===== src/rtl/div.sv =====
// Sequential signed restoring divider (quotient/remainder truncated toward zero) with start/fin handshake.
// Latency: fin rises WD+2 edges after start is taken, or 2 edges for a zero divisor.
// Backpressure: holding start_div high keeps the result in DONE; there is no auto-restart.
module div #(
    parameter int WD = 6,
    parameter int WS = 3
) (
    input  logic          clk,
    input  logic          reset,
    input  logic          start_div,
    input  logic [WD-1:0] Dividend_div,
    input  logic [WS-1:0] Divisor_div,
    output logic [WD-1:0] Quot_div,
    output logic [WS-1:0] Rem_div,
    output logic          dz,
    output logic          ovf,
    output logic          fin
);

    localparam int CW = (WD > 2) ? $clog2(WD) : 1;

    typedef enum logic [2:0] {IDLE, LOAD, ITER, SIGN, DONE} state_t;

    state_t        state;
    logic [WD-1:0] dvd_r;
    logic [WS-1:0] dvs_r;
    logic [WD-1:0] a;
    logic [WS:0]   p;
    logic [WS-1:0] dmag;
    logic [CW-1:0] cnt;
    logic          sign_q;
    logic          sign_r;

    logic [WS:0]   p_sh;
    logic [WS+1:0] trial;
    logic          dvd_neg;
    logic          dvs_neg;
    logic [WD-1:0] dvd_mag;
    logic [WS-1:0] dvs_mag;
    logic          ovf_case;

    always_comb begin
        p_sh     = {p[WS-1:0], a[WD-1]};
        trial    = {1'b0, p_sh} - {2'b00, dmag};
        dvd_neg  = dvd_r[WD-1];
        dvs_neg  = dvs_r[WS-1];
        // The most negative dividend negates to 100..0, which is its correct unsigned magnitude.
        dvd_mag  = dvd_neg ? -dvd_r : dvd_r;
        dvs_mag  = dvs_neg ? -dvs_r : dvs_r;
        ovf_case = (dvd_r == {1'b1, {(WD-1){1'b0}}}) && (dvs_r == '1);
    end

    always_ff @(posedge clk or negedge reset) begin
        if (!reset) begin
            state    <= IDLE;
            dvd_r    <= '0;
            dvs_r    <= '0;
            a        <= '0;
            p        <= '0;
            dmag     <= '0;
            cnt      <= '0;
            sign_q   <= 1'b0;
            sign_r   <= 1'b0;
            Quot_div <= '0;
            Rem_div  <= '0;
            dz       <= 1'b0;
            ovf      <= 1'b0;
            fin      <= 1'b0;
        end else begin
            case (state)
                IDLE: begin
                    if (start_div) begin
                        dvd_r <= Dividend_div;
                        dvs_r <= Divisor_div;
                        state <= LOAD;
                    end
                end
                LOAD: begin
                    ovf    <= 1'b0;
                    dz     <= (dvs_r == '0);
                    sign_q <= dvd_neg ^ dvs_neg;
                    sign_r <= dvd_neg;
                    a      <= dvd_mag;
                    dmag   <= dvs_mag;
                    p      <= '0;
                    cnt    <= CW'(WD - 1);
                    // Zero divisor skips the iterations but still passes SIGN to publish zeros.
                    state  <= (dvs_r == '0) ? SIGN : ITER;
                end
                ITER: begin
                    if (!trial[WS+1]) begin
                        p <= trial[WS:0];
                        a <= {a[WD-2:0], 1'b1};
                    end else begin
                        p <= p_sh;
                        a <= {a[WD-2:0], 1'b0};
                    end
                    cnt <= cnt - 1'b1;
                    if (cnt == '0) begin
                        state <= SIGN;
                    end
                end
                SIGN: begin
                    if (dz) begin
                        Quot_div <= '0;
                        Rem_div  <= '0;
                        ovf      <= 1'b0;
                    end else begin
                        Quot_div <= sign_q ? -a : a;
                        Rem_div  <= sign_r ? -p[WS-1:0] : p[WS-1:0];
                        ovf      <= ovf_case;
                    end
                    fin   <= 1'b1;
                    state <= DONE;
                end
                DONE: begin
                    if (!start_div) begin
                        fin   <= 1'b0;
                        state <= IDLE;
                    end
                end
                default: state <= IDLE;
            endcase
        end
    end

endmodule


===== config.mk =====
export PLATFORM = sky130hd
export DESIGN_NAME = div
export DESIGN_NICKNAME = d
export VERILOG_FILES = /design/src/rtl/div.sv
export SDC_FILE = /design/constraint.sdc
export NUM_CORES = 1
export LEC_CHECK = 0
export ABC_AREA = 0
export CAP_MARGIN = 20
export CORE_MARGIN = 2
export CORE_UTILIZATION = 40
export CTS_BUF_LIST = sky130_fd_sc_hd__clkbuf_2 sky130_fd_sc_hd__clkbuf_4 sky130_fd_sc_hd__clkbuf_8
export DETAILED_ROUTE_END_ITERATION = 12
export SKIP_CTS_REPAIR_TIMING = 1
export SYNTH_ARGS = -nofsm -noshare
export SYNTH_HDL_FRONTEND = slang
export SYNTH_SLANG_ARGS = --single-unit

===== constraint.sdc =====
create_clock -name clk -period 2.1 [get_ports clk]
set_input_delay 0.42 -clock clk [delete_from_list [all_inputs] [get_ports clk]]
set_output_delay 0.42 -clock clk [all_outputs]
set_load 0.05 [all_outputs]

==> flow_metrics.py, run 1 <==
metrics = {
    "pwr": {
        "p_total_mw": 3.998,
        "p_leak_nw": 1.073,
        "power_density_mw_per_mm2": 1630,
        "ir_worst_vdd_v": 0.0008077,
    },
    "timing": {
        "worst_slew_pin_slew_ns": 0.5074,
        "finClkSkew_ns": 0.001614,
        "timing.final.max_slew_violations": 0,
        "whs_ns": 0.1797,
        "max_freq_ghz": 0.5335,
        "setup_tns_ns": 0,
        "hold_viol": 0,
        "postLayoutSetupSlackWorst_ns": 0.2256,
        "finalSetupViolations": 0,
        "rsz0062_at_grt": "no",
        "relSlewSlack": 0.6570,
        "min_period_over_period": 0.8926,
        "fin_crit_ns": 1.874,
    },
    "critical_path": {
        "criticalPathCategory": "reg2out",
        "crit_chain": "clkdlybuf4s50_1",
        "worstSetupEndpointType": "primary output",
        "startpoint_type": "flop",
        "critPathArrivalTime_ns": 1.45,
        "cp_slowest_stage_delay_ns": 0.80,
        "cp_top_family": "buffers and inverters",
        "cp_max_fo": 3,
        "crit_buf_inv": 1,
        "cpMaxStageDelayCell": "clkdlybuf4s50_1",
        "cp.required_ns": 1.68,
    },
    "synth": {
        "synthDistinctLibCells": 41,
        "synthMuxAreaShare": 0.04202,
        "yosysMostFrequentCell": "dfrtp_1",
        "synth_compound_area_frac": 0.1614,
        "synthXorXnorAreaFrac": 0.03837,
        "ys_top_cells_by_area": "dfrtp_1, ha_1, o21ai_0, nand2_1, xnor2_1",
        "synth_top_family_by_area": "compound AO/OA/AOI/OAI gates",
        "synth_fa_ha_area_frac": 0.06456,
        "yosysTopAreaCell": "dfrtp_1",
        "synth-simple-area-share": 0.1437,
        "syn_avg_cell_area_um2": 10.43,
        "syn_nets": 219,
        "synth-seq-area-share": 0.4994,
        "yosysWarnings": 0,
        "synth-seq-cells": 41,
        "synthCells": 197,
        "ys.flop_type": "dfrtp_1",
        "synth_edf_count": 0,
        "synth_top_area_frac": 0.4994,
        "ys_async_sr_fraction": 1.000,
        "synthesis.area_mm2": 0.002054,
        "synth_commonest_cells": "dfrtp_1, nand2_1, o21ai_0",
    },
    "run": {
        "drv_cap": 0,
    },
    "place": {
        "hpwl_um": 2764,
        "place_inst": 285,
        "gp_congestion": 0.8089,
        "numPortBuffers": 23,
        "placed_cell_area_mm2": 0.002351,
        "pre_cts_ws_ns": 0.2259,
    },
    "clocking": {
        "cts.htree.levels": 2,
        "insertion_delay_ns": 0.29,
        "cts_tree": "built",
        "clk_pin_slew_worst_paths_ns": 0.07,
        "clock_path_buffers": 2,
        "root_buffer": "clkbuf_8",
        "numCtsBuffers": 5,
        "clkSinkCount": 41,
    },
    "cells_and_area": {
        "utilization": 0.4864,
        "diodes": 0,
        "drive_gt1_frac": 0.1121,
        "fin_cells": 293,
        "area_growth_pct": 19.37,
        "fill_cells": 502,
        "nets": 244,
        "final_cell_area_mm2": 0.002452,
    },
    "route": {
        "viasPerCell": 4.836,
        "first_iter_violations": 43,
        "drt_wl_total_um": 3697,
        "num_vias": 1417,
        "ant_nets": 0,
        "wl_per_cell_um": 12.62,
        "drc_errors": 0,
        "dr.pass1.iters": 4,
    },
    "hold_path": {
        "hp-class": "in2async",
    },
    "global_route": {
        "grt_max_degree": 42,
        "antenna_found_initial": 0,
        "grt_overflow": 0,
        "grt_usage": 0.1537,
        "grt_pass1_wl_um": 6617,
        "grt_pass1_vias": 1365,
    },
    "outcome": {
        "status": "complete, no violations",
    },
    "floorplanning": {
        "rows": 26,
        "die_y_um": 75.67,
        "dieWidth_um": 75.67,
        "core_area_mm2": 0.005042,
        "dieArea_mm2": 0.005725,
        "start_util": 0.4074,
        "io_pins": 24,
    },
}
-- metal layers --
metal,vias up,GRT usage,part of all wire
li1,731,-,-
met1,659,0.2165,0.51
met2,23,0.2338,0.45
met3,4,0.04762,0.028
met4,0,0.03509,0.0073
met5,-,0,0
-- cells by family after synthesis --
family,Yosys count
buffers and inverters,25
AOI/OAI and AO/OA,49
and+or+nand+nor,55
muxes,8
xor gates and xnor gates,9
DFF,41
adders and majority gates,10
-- area by class of cell --
class                   count  area (µm²)  share of cell area
clock buffers               7       96.34             0.03929
clock inverters             1       5.005            0.002041
inverters                  16       60.06             0.02449
multi-input cells         131       924.6              0.3770
flip-flops and latches     41        1026              0.4184
well taps                  70       87.58             0.03571
repair buffers             27       252.7              0.1031
-- worst paths after layout --
kind / startpoint / to / slack, ns / depth (start not counted)
worst min-delay path: reset / state[2]$_DFFE_PN0P_ / 0.18 / 2
worst min register to register: Rem_div[1]$_DFFE_PN0P_ / Rem_div[1]$_DFFE_PN0P_ / 0.48 / 2
max in group asynchronous: reset / p[1]$_DFFE_PN0P_ / 1.56 / 2
worst max register to register: a[5]$_DFFE_PN0P_ / p[1]$_DFFE_PN0P_ / 0.33 / 7
min in group clk: Rem_div[1]$_DFFE_PN0P_ / Rem_div[1]$_DFFE_PN0P_ / 0.48 / 2
worst max-delay path: fin$_DFFE_PN0P_ / fin / 0.23 / 1
-- sequential cells by signal, indices dropped and copies added (netlist names) --
name,cells
p,3
cnt,3
fin,1
state,3
Rem_div,3
a,6
sign_q,1
dz,1
Quot_div,6
sign_r,1
dvs_r,3
dvd_r,6
ovf,1
dmag,3
-- placed cells by master, fill, tap and decap left out, types with 8 or more instances in the layout --
cell and n:
dfrtp_1 41, ha_1 9, o21ai_0 17, nand2_1 20, nor2_1 10, inv_1 16, o31ai_1 8, clkdlybuf4s50_1 21
-- where the power goes --
group	internal (mW)	switching [mW]
logic	0.842	1.09
clock network	0.297	0.261
registers	1.13	0.377
total	2.27	1.73
(Power assumes the default switching activity.)
==> inputs of run 2 (changes only) <==
--- a/config.mk
+++ b/config.mk
@@ -10,6 +10,7 @@
 export CORE_MARGIN = 2
 export CORE_UTILIZATION = 40
 export CTS_BUF_LIST = sky130_fd_sc_hd__clkbuf_2 sky130_fd_sc_hd__clkbuf_4 sky130_fd_sc_hd__clkbuf_8
+export CTS_CLUSTER_DIAMETER = 120
 export DETAILED_ROUTE_END_ITERATION = 12
 export SKIP_CTS_REPAIR_TIMING = 1
 export SYNTH_ARGS = -nofsm -noshare
==> results of run 2 <==
Final layout, timing and power as in run 1 (identical DEF).
